==> src/rtl/pc_pkg.sv <==
// Shared branch encodings and FSM state definitions for the PC generator.
package pc_pkg;

   localparam logic [2:0] BR_NONE = 3'b000;
   localparam logic [2:0] BR_NE   = 3'b001;
   localparam logic [2:0] BR_EQ   = 3'b010;
   localparam logic [2:0] BR_JAL  = 3'b011;
   localparam logic [2:0] BR_JALR = 3'b100;

   typedef logic [0:0] state_t;

   localparam state_t ST_RUN       = 1'b0;
   localparam state_t ST_TRAP_WAIT = 1'b1;

endpackage

==> src/rtl/pc_ras.sv <==
// Circular return-address stack; a push while full overwrites the oldest entry.
module pc_ras #(
   parameter int unsigned XLEN      = 32,
   parameter int unsigned RAS_DEPTH = 4
) (
   input  logic                         clk,
   input  logic                         rst_n,
   input  logic                         push,
   input  logic                         pop,
   input  logic [XLEN-1:0]              wdata,
   output logic [XLEN-1:0]              top,
   output logic                         valid,
   output logic [$clog2(RAS_DEPTH):0]   count
);

   localparam int unsigned PW = $clog2(RAS_DEPTH);
   localparam int unsigned CW = PW + 1;

   logic [XLEN-1:0] r_mem [RAS_DEPTH];
   logic [PW-1:0]   r_ptr;
   logic [CW-1:0]   r_count;

   logic            w_empty;
   logic            w_full;
   logic            w_replace;
   logic            w_do_push;
   logic            w_do_pop;
   logic [PW-1:0]   w_top_idx;
   logic [PW-1:0]   w_wr_idx;

   assign w_empty   = (r_count == CW'(0));
   assign w_full    = (r_count == CW'(RAS_DEPTH));
   assign w_top_idx = r_ptr - PW'(1);
   // Push+pop on a non-empty stack rewrites the top in place.
   assign w_replace = push & pop & ~w_empty;
   assign w_do_push = push & ~w_replace;
   assign w_do_pop  = pop & ~push & ~w_empty;
   assign w_wr_idx  = w_replace ? w_top_idx : r_ptr;

   always_ff @(posedge clk or negedge rst_n) begin
      if (!rst_n) begin
         r_ptr   <= '0;
         r_count <= '0;
      end else if (w_do_push) begin
         r_ptr   <= r_ptr + PW'(1);
         r_count <= w_full ? r_count : r_count + CW'(1);
      end else if (w_do_pop) begin
         r_ptr   <= w_top_idx;
         r_count <= r_count - CW'(1);
      end
   end

   always_ff @(posedge clk) begin
      if (push && rst_n) begin
         r_mem[w_wr_idx] <= wdata;
      end
   end

   assign top   = r_mem[w_top_idx];
   assign valid = ~w_empty;
   assign count = r_count;

endmodule

==> src/rtl/pc_gen.sv <==
// Program-counter generator with branch/jump targeting, misaligned-target trap and return-address prediction.
module pc_gen
   import pc_pkg::*;
#(
   parameter int unsigned     XLEN      = 32,
   parameter logic [XLEN-1:0] RESET_VEC = '0,
   parameter logic [XLEN-1:0] TRAP_VEC  = XLEN'(32'h0000_0100),
   parameter int unsigned     RAS_DEPTH = 4
) (
   input  logic            clk,
   input  logic            rst_n,
   input  logic            advance,
   input  logic [2:0]      branch,
   input  logic            zero,
   input  logic [XLEN-1:0] imm,
   input  logic [XLEN-1:0] alu_out,
   input  logic            rd_link,
   input  logic            rs1_link,
   input  logic            trap_ack,
   output logic [XLEN-1:0] pc,
   output logic [XLEN-1:0] pc_plus4,
   output logic            trap_pending,
   output logic [XLEN-1:0] trap_addr,
   output logic [XLEN-1:0] ras_pred,
   output logic            ras_valid,
   output logic            ras_miss
);

   localparam int unsigned CW = $clog2(RAS_DEPTH) + 1;

   state_t          r_state;
   state_t          w_state_nxt;
   logic [XLEN-1:0] r_pc;
   logic [XLEN-1:0] w_pc_nxt;
   logic            r_trap_pending;
   logic            w_trap_pending_nxt;
   logic [XLEN-1:0] r_trap_addr;
   logic [XLEN-1:0] w_trap_addr_nxt;
   logic            r_ras_miss;
   logic            w_ras_miss_nxt;

   logic [XLEN-1:0] w_pc_plus4;
   logic [XLEN-1:0] w_target;
   logic            w_taken;
   logic            w_is_jalr;
   logic            w_is_link;
   logic            w_misaligned;
   logic            w_retire;
   logic            w_ras_push;
   logic            w_ras_pop;
   logic [XLEN-1:0] w_ras_top;
   logic            w_ras_valid;
   logic [CW-1:0]   w_ras_count;

   // Target selection; reserved branch codes fall through to sequential.
   always_comb begin
      w_taken = 1'b0;
      case (branch)
         BR_NE:   w_taken = ~zero;
         BR_EQ:   w_taken = zero;
         BR_JAL:  w_taken = 1'b1;
         default: w_taken = 1'b0;
      endcase
   end

   assign w_pc_plus4   = r_pc + XLEN'(4);
   assign w_is_jalr    = (branch == BR_JALR);
   assign w_is_link    = (branch == BR_JAL) | w_is_jalr;
   assign w_target     = w_is_jalr ? {alu_out[XLEN-1:1], 1'b0}
                       : (w_taken ? r_pc + imm : w_pc_plus4);
   assign w_misaligned = |w_target[1:0];
   assign w_retire     = (r_state == ST_RUN) & advance & ~w_misaligned;
   assign w_ras_push   = w_retire & w_is_link & rd_link;
   assign w_ras_pop    = w_retire & w_is_jalr & rs1_link;

   pc_ras #(
      .XLEN      (XLEN),
      .RAS_DEPTH (RAS_DEPTH)
   ) u_ras (
      .clk   (clk),
      .rst_n (rst_n),
      .push  (w_ras_push),
      .pop   (w_ras_pop),
      .wdata (w_pc_plus4),
      .top   (w_ras_top),
      .valid (w_ras_valid),
      .count (w_ras_count)
   );

   // Next-state and registered-output logic.
   always_comb begin
      w_state_nxt        = r_state;
      w_pc_nxt           = r_pc;
      w_trap_pending_nxt = r_trap_pending;
      w_trap_addr_nxt    = r_trap_addr;
      w_ras_miss_nxt     = 1'b0;
      case (r_state)
         ST_RUN: begin
            if (advance) begin
               if (w_misaligned) begin
                  w_state_nxt        = ST_TRAP_WAIT;
                  w_pc_nxt           = TRAP_VEC;
                  w_trap_addr_nxt    = w_target;
                  w_trap_pending_nxt = 1'b1;
               end else begin
                  w_pc_nxt       = w_target;
                  w_ras_miss_nxt = w_ras_pop & (w_ras_count != CW'(0))
                                 & (w_ras_top != w_target);
               end
            end
         end
         ST_TRAP_WAIT: begin
            w_pc_nxt = TRAP_VEC;
            if (trap_ack) begin
               w_state_nxt        = ST_RUN;
               w_trap_pending_nxt = 1'b0;
            end
         end
         default: begin
            w_state_nxt        = ST_RUN;
            w_trap_pending_nxt = 1'b0;
         end
      endcase
   end

   always_ff @(posedge clk or negedge rst_n) begin
      if (!rst_n) begin
         r_state        <= ST_RUN;
         r_pc           <= RESET_VEC;
         r_trap_pending <= 1'b0;
         r_trap_addr    <= '0;
         r_ras_miss     <= 1'b0;
      end else begin
         r_state        <= w_state_nxt;
         r_pc           <= w_pc_nxt;
         r_trap_pending <= w_trap_pending_nxt;
         r_trap_addr    <= w_trap_addr_nxt;
         r_ras_miss     <= w_ras_miss_nxt;
      end
   end

   assign pc           = r_pc;
   assign pc_plus4     = w_pc_plus4;
   assign trap_pending = r_trap_pending;
   assign trap_addr    = r_trap_addr;
   assign ras_pred     = w_ras_top;
   assign ras_valid    = w_ras_valid;
   assign ras_miss     = r_ras_miss;

endmodule

==> config.mk <==
export PLATFORM = sky130hd
export DESIGN_NAME = pc_gen
export DESIGN_NICKNAME = d
export VERILOG_FILES = /design/src/rtl/pc_pkg.sv /design/src/rtl/pc_ras.sv /design/src/rtl/pc_gen.sv
export SDC_FILE = /design/constraint.sdc
export NUM_CORES = 1
export LEC_CHECK = 0
export CORE_UTILIZATION = 35
export CTS_BUF_LIST = sky130_fd_sc_hd__clkbuf_8 sky130_fd_sc_hd__clkbuf_16
export DETAILED_ROUTE_END_ITERATION = 6
export PLACE_DENSITY = 0.68
export SLEW_MARGIN = 15
export SYNTH_ARGS = -nofsm -noshare
export SYNTH_HDL_FRONTEND = slang
export SYNTH_SLANG_ARGS = --single-unit
==> constraint.sdc <==
create_clock -name clk -period 5.33 [get_ports clk]
set_input_delay 0.533 -clock clk [delete_from_list [all_inputs] [get_ports clk]]
set_output_delay 0.533 -clock clk [all_outputs]
set_load 0.02 [all_outputs]
After elaboration in Yosys (flattened, before gate mapping)
Memories as Yosys holds them, arrays and structs flattened.
Index checks and enable logic that the tools add are counted.
Word-level totals
  register bits: 72
  bits in writable memories: 128
  input bits: 74
  output and inout port bits: 131
  word-level logic and storage cells: 77
  memories: 1
Memories
  u_ras.r_mem: words 4, width 32, read ports 1, clocked after Yosys merged registers in 0, write ports 1, RTL line pc_ras.sv:19  | logic [XLEN-1:0] r_mem [RAS_DEPTH];
Operators by class
  add/sub/neg operators: 6
  eq/ne operators: 10
  mux-type cells: 25
  bitwise logic cells: 20
  reduce and logical (&&, ||, !) cells: 8
Operator list (number)
  $mux W32: 4
  $pmux W32 S2: 1
  $add A32 B3 Y32 const B: 1
  $add A32 B32 Y32: 1
  $ne A32 B32 Y1: 1
  $and A1 B1 Y1: 13
  $mux W1: 11
  $mux W3: 3
  $ne A2 B2 Y1 const B: 4
  $eq A3 B2 Y1 const B: 2
  $eq A3 B3 Y1 const B: 2
  $mux W2: 3
  $not A1 Y1: 6
  $reduce_and A3 Y1: 2
  $pmux W1 S2: 2
  $add A3 B1 Y3 const B: 1
  $eq A3 B1 Y1 const B: 1
  $logic_not A3 Y1: 1
  $pmux W1 S3: 1
  $reduce_bool A3 Y1: 1
  $sub A3 B1 Y3 const B: 1
  $add A2 B1 Y2 const B: 1
  $reduce_and A2 Y1: 1
  $reduce_bool A2 Y1: 1
  other kinds (4): 4

Longest topological paths before layout
Gate-level depths: netlist (run 1).
  word-level depth: 15
  depth in mapped cells: 15
  gate-level depth less buffers: 13

Modules after synthesis
From an unflattened synthesis (run 1), not the netlist that was laid out.
Unflattened totals
  cells, all modules: 1053
  area, all modules: 11508.5 um^2
By module, submodules not included
  pc_gen: times used 1, cells an instance 836, area an instance 6427.4 um^2, seq. area each 1676.6 um^2
  pc_ras: times used 1, cells an instance 217, area an instance 5081.1 um^2, seq. area each 3968.8 um^2

Least setup slack after synthesis (run 1)
No wires, ideal clock.
  path kind: flip-flop to flip-flop
  start: reg r_pc[0], in the netlist pc[0]
  end: mem u_ras.r_mem[3][0], enable pin
  library setup time: 432 ps
  data arrival time: 3945 ps
  required time: 4898 ps
  path slack: 953 ps
  cell stages (with the launch flop): 10
  buffers on the path: 0
  period minus slack after synthesis: 4377 ps
  path through: dfrtp_1 > ha_1 > fa_1 > mux2i_1 > mux2i_1 > nor2_1 > and2_0 > nand3_1 > or3_1 > a21oi_1
Between the ends
  cells in the longest elaborated chain, start to end: 11
  elaborated cells on any way between the ends: 17
  those cells by class: 2 x add/sub; 5 x mux; 8 x bitwise; 2 x reduce/logical
RTL lines
  start: declaration: RTL line pc_gen.sv:33  | logic [XLEN-1:0] r_pc;
  start signal: assignment: RTL line pc_gen.sv:135  | r_pc <= w_pc_nxt;
  $add A32 B3 Y32 or $add A32 B32 Y32 (tied branches): RTL line pc_gen.sv:66, pc_gen.sv:70
  $mux W32 (*): RTL line pc_gen.sv:70  | : (w_taken ? r_pc + imm : w_pc_plus4);
  $mux W32 (*): RTL line pc_gen.sv:69  | assign w_target = w_is_jalr ? {alu_out[XLEN-1:1], 1'b0}
  $reduce_or A2 Y1 (*): RTL line pc_gen.sv:71  | assign w_misaligned = |w_target[1:0];
  $not A1 Y1 (*): RTL line pc_gen.sv:72  | assign w_retire = (r_state == ST_RUN) & advance & ~w_misaligned;
  $and A1 B1 Y1 (*): RTL line pc_gen.sv:72
  $and A1 B1 Y1, on equally long branches (2 in series): RTL line pc_gen.sv:73, pc_gen.sv:74
  $and A1 B1 Y1 or $logic_and A1 B1 Y1 (tied branches): RTL line pc_ras.sv:35, pc_ras.sv:54
  $and A1 B1 Y1 or $mux W1 (tied branches): RTL line pc_ras.sv:35, pc_ras.sv:54
  $mux W2 or $mux W1 (tied branches): RTL line pc_ras.sv:38, pc_ras.sv:55
  end: declaration: RTL line pc_ras.sv:19
Mark *: on every way between the ends. The rest lies on a longest branch, timed or not.

Worst setup path after layout (run 1)
  start: in imm[0]
  end: reg r_ras_miss, in the netlist ras_miss
Between the ends
  cells in the longest elaborated chain, start to end: 13
  elaborated cells on any way between the ends: 14
  those cells by class: 1 x add/sub; 1 x eq/ne; 5 x mux; 6 x bitwise; 1 x reduce/logical
RTL lines
  start: declaration: RTL line pc_gen.sv:15  | input logic [XLEN-1:0] imm,
  $add A32 B32 Y32 (*): RTL line pc_gen.sv:70
  $mux W32 (*): RTL line pc_gen.sv:70
  $mux W32 (*): RTL line pc_gen.sv:69
  $reduce_or A2 Y1: RTL line pc_gen.sv:71
  $not A1 Y1: RTL line pc_gen.sv:72
  $and A1 B1 Y1: RTL line pc_gen.sv:72
  $and A1 B1 Y1 (2 in series): RTL line pc_gen.sv:74  | assign w_ras_pop = w_retire & w_is_jalr & rs1_link;
  $and A1 B1 Y1: RTL line pc_gen.sv:107  | w_ras_miss_nxt = w_ras_pop & (w_ras_count != CW'(0))
  $and A1 B1 Y1: RTL line pc_gen.sv:108  | & (w_ras_top != w_target);
  $mux W1 (*): RTL line pc_gen.sv:100  | if (w_misaligned) begin
  $mux W1 (*): RTL line pc_gen.sv:99  | if (advance) begin
  $mux W1 (*): RTL line pc_gen.sv:97  | case (r_state)
  named net w_ras_miss_nxt: RTL line pc_gen.sv:40  | logic w_ras_miss_nxt;
  end signal: assignment: RTL line pc_gen.sv:138  | r_ras_miss <= w_ras_miss_nxt;
  end: declaration: RTL line pc_gen.sv:39  | logic r_ras_miss;
Mark *: on every way through the listed nets, which the timed path passes. The rest lies on a longest branch.
A chain may end at the register's enable or synchronous reset.

==> key figures, run 1 <==
Outcome
  • Status: finished clean

Clock network
  • CTS tree: done
  • Latest clock arrival within the worst-skew pair: 0.45 ns
  • Worst-path clk slew: 0.08 ns
  • H-tree depth: 4
  • Clk root buf: clkbuf_16
  • CTS sink cnt: 200
  • # resized after CTS: 0
  • Clock tree buffer depth: 2
  • CTS buffer count: 17
  • Hold_buf cts: 0
  • Total setup buffers inserted after CTS: 0

Die
  • Die area: 33650 um^2
  • Core Box Area: 32450 um^2
  • Die Span X: 183.4 um
  • Ports: 205
  • Die Span Y: 183.4 um
  • Initial core utilization: 35.50%
  • Row count: 66

Synth
  • Cell variety after synth: 78
  • Commonest cells in the netlist: 128 x edfxtp_1, 90 x nand2_1, 72 x dfrtp_1, 60 x nor2_1
  • EDFF count, synth: 128
  • Post-synth ARST share: 36.00%
  • Register area share after synthesis: 49.00%
  • Syn Std Cell Area: 11520 um^2
  • Top cell type's share of synthesized area: 33.36%
  • Most common cell in the netlist: edfxtp_1
  • Top FF cell, synth: edfxtp_1
  • Avg Cell Area, Syn: 11.08 um^2
  • #FFs+latches synth: 200
  • Post-synth top area cell: edfxtp_1
  • Post-Synthesis Cells: 1040
  • Ys Warns: 0
  • Syn_nets: 1148
  • Synth area leaders: edfxtp_1 33%, dfrtp_1 16%, mux4_2 4.9%

Timing
  • Setup-failing EPs final: 0
  • Max Fclk: 0.2162 GHz
  • Crit path time final: 4.625 ns
  • Unrepaired setup endpoints after global routing: false
  • Fin Clk Skew: 0.01564 ns
  • Worst Tran Pin Value: 1.144 ns
  • Final hold violations: 0
  • Slew Limit Fails: 0
  • Fin Hold WS: 0.02910 ns
  • Final setup margin: 0.7048 ns
  • Setup TNS: 0 ns
  • Rel. slew slack: 23.17%
  • Post-route clock period utilization: 86.78%

Global routing
  • Largest net degree at the start of global routing: 45
  • Vias in the first global route: 9582
  • Initial antenna violation count: 1
  • GRT Resource Usage Total: 24.85%
  • First-pass GRT wire length: 61.00 mm
  • Grt ovf: 0

Critical path
  • CP max FO: 6
  • CP Data Required Time: 5.65 ns
  • CP Class: in2reg
  • Worst reg2reg endpoint: ras_miss$_DFF_PN0_
  • Flop2flop setup slack: 0.73 ns
  • Type of origin of the critical path: input pin
  • Worst R2R Start: pc[0]$_DFFE_PN0P_
  • Critical Path AT: 4.94 ns
  • CP endpoint kind: register
  • R2R cell count: 14

Finish
  • Non-Filler Instances: 1696
  • Post-route cell area: 14820 um^2
  • Diodes inserted: 0
  • Share of cells above drive strength 1: 11.32%
  • Synth-to-layout area growth: 28.62%
  • Total Nets Final: 1349

Hold path
  • Worst hold-check path type: in2async

Drt
  • Total Wirelength: 41.81 mm
  • Post-DRT Antenna Nets: 0
  • Via count: 9820
  • Routed len/inst: 24.65 um
  • Initial DRT Pass Iterations: 6
  • DR DRC count: 0
  • Drt initial violations: 986
  • Vias per cell: 5.790

Placed design
  • Placed cells: 1664
  • Pre-CTS setup slack: 0.3698 ns
  • DPL Wire Length: 31.61 mm
  • Post-DP Area: 14190 um^2
  • Placer's final routability congestion estimate: 0.9705
  • IO Port Bufs: 203

Pwr
  • PwrDens: 420.9 nW/um^2
  • Leakage power: 5.521 nW
  • Peak supply drop: 0.2543 mV

Job
  • MaxCap Viol Count: 0
## registers in the layout (all words and copies together), names as in the netlist
name          cells
u_ras.r_mem     128
pc               32
trap_addr        32
u_ras.count       3
u_ras.r_ptr       2
r_state           1
ras_miss          1
trap_pending      1
## critical path, cell delays in order
cell and delay, ns:
clkdlybuf4s50_1 0.45, ha_1 0.26, fa_1 0.42, a21o_1 0.21, a221oi_2 0.40, or2_0 0.37
a31oi_1 0.14, buf_4 0.20, a221oi_1 0.53, mux2i_1 0.38, nor2_1 0.09, nor4_1 0.36
o2111ai_1 0.19, nor4_2 0.31, a31oi_1 0.12
## metrics by stage
| stage | power [mW] | utilization, % |
|---|---|---|
| after floorplan | 3.619 | - |
| after global placement | 4.818 | 43.71 |
| after detailed placement | 4.840 | 43.71 |
| after CTS | 6.231 | 45.66 |
| after global routing | 6.475 | 45.66 |
| final | 6.237 | 45.66 |
## per-layer routing
layer,routed length (um),vias up,GRT usage [%],part of all wire [%]
met1,17220,4830,32.84,41
met3,3505,81,4.536,8.4
met5,9,-,0,0.022
met4,1449,2,9.033,3.5
li1,-,4411,-,-
met2,19630,496,40.67,47
## cell families (layout without fill, tap and decap cells)
| logic type | count (synthesis) | in the layout | synth area share (%) |
|---|---|---|---|
| xor gates and xnor gates | 67 | 67 | 5.093 |
| DFF | 200 | 200 | 49.00 |
| adders and majority gates | 34 | 34 | 3.823 |
| AOI/OAI and AO/OA | 264 | 264 | 15.80 |
| buffers and inverters | 86 | 300 | 3.128 |
| and+or+nand+nor | 325 | 325 | 14.24 |
| muxes | 64 | 64 | 8.916 |
## how the worst max path moves through the flow
stage | from | cells past startpoint | slack [ns] | to
floorplan | pc[0]$_DFFE_PN0P_ | 9 | 0.95 | u_ras.r_mem[3][0]$_DFFE_PP_
global placement | imm[0] | 15 | 0.38 | ras_miss$_DFF_PN0_
detailed placement | imm[0] | 15 | 0.37 | ras_miss$_DFF_PN0_
CTS | imm[0] | 15 | 0.79 | ras_miss$_DFF_PN0_
global route | imm[0] | 15 | 0.39 | ras_miss$_DFF_PN0_
finish | imm[0] | 15 | 0.70 | ras_miss$_DFF_PN0_
## report_power, final
| group | total (mW) | switching (mW) | internal [mW] |
|---|---|---|---|
| Sequential | 2.08 | 0.253 | 1.83 |
| Combinational | 2.75 | 1.56 | 1.20 |
| Clock | 1.40 | 0.715 | 0.686 |
## cells in the final DEF (no fill, tap or decap), drive strengths merged, types with 12 or more instances in the layout
cell / n
a31oi: 12
mux2i: 16
clkdlybuf4s50: 202
xnor2: 32
mux4: 28
or2: 13
dfrtp: 72
nand4: 24
xor2: 35
ha: 32
nor2: 60
a21oi: 56
nor4: 16
nand2: 90
inv: 36
o21ai: 61
clkbuf: 17
buf: 34
or3: 12
mux2: 20
nand3: 25
nor3: 28
a22o: 19
edfxtp: 128
## area by class of cell
cell class	count	area, um^2
Tap cell	442	553.0
Inverter	32	120.1
Sequential cell	200	5647
Clock inverter	15	206.4
Fill cell	2999	17640
Clock buffer	17	425.4
Multi-Input combinational cell	754	5564
Timing Repair Buffer	236	2302
(Power assumes the default switching activity.)
==> run 2: changes to the inputs <==
--- a/config.mk
+++ b/config.mk
@@ -6,7 +6,6 @@
 export NUM_CORES = 1
 export LEC_CHECK = 0
 export CORE_UTILIZATION = 35
-export CTS_BUF_LIST = sky130_fd_sc_hd__clkbuf_8 sky130_fd_sc_hd__clkbuf_16
 export DETAILED_ROUTE_END_ITERATION = 6
 export PLACE_DENSITY = 0.68
 export SLEW_MARGIN = 15
==> results of run 2 <==
No change in the layout: final DEF, timing and power equal those of run 1.
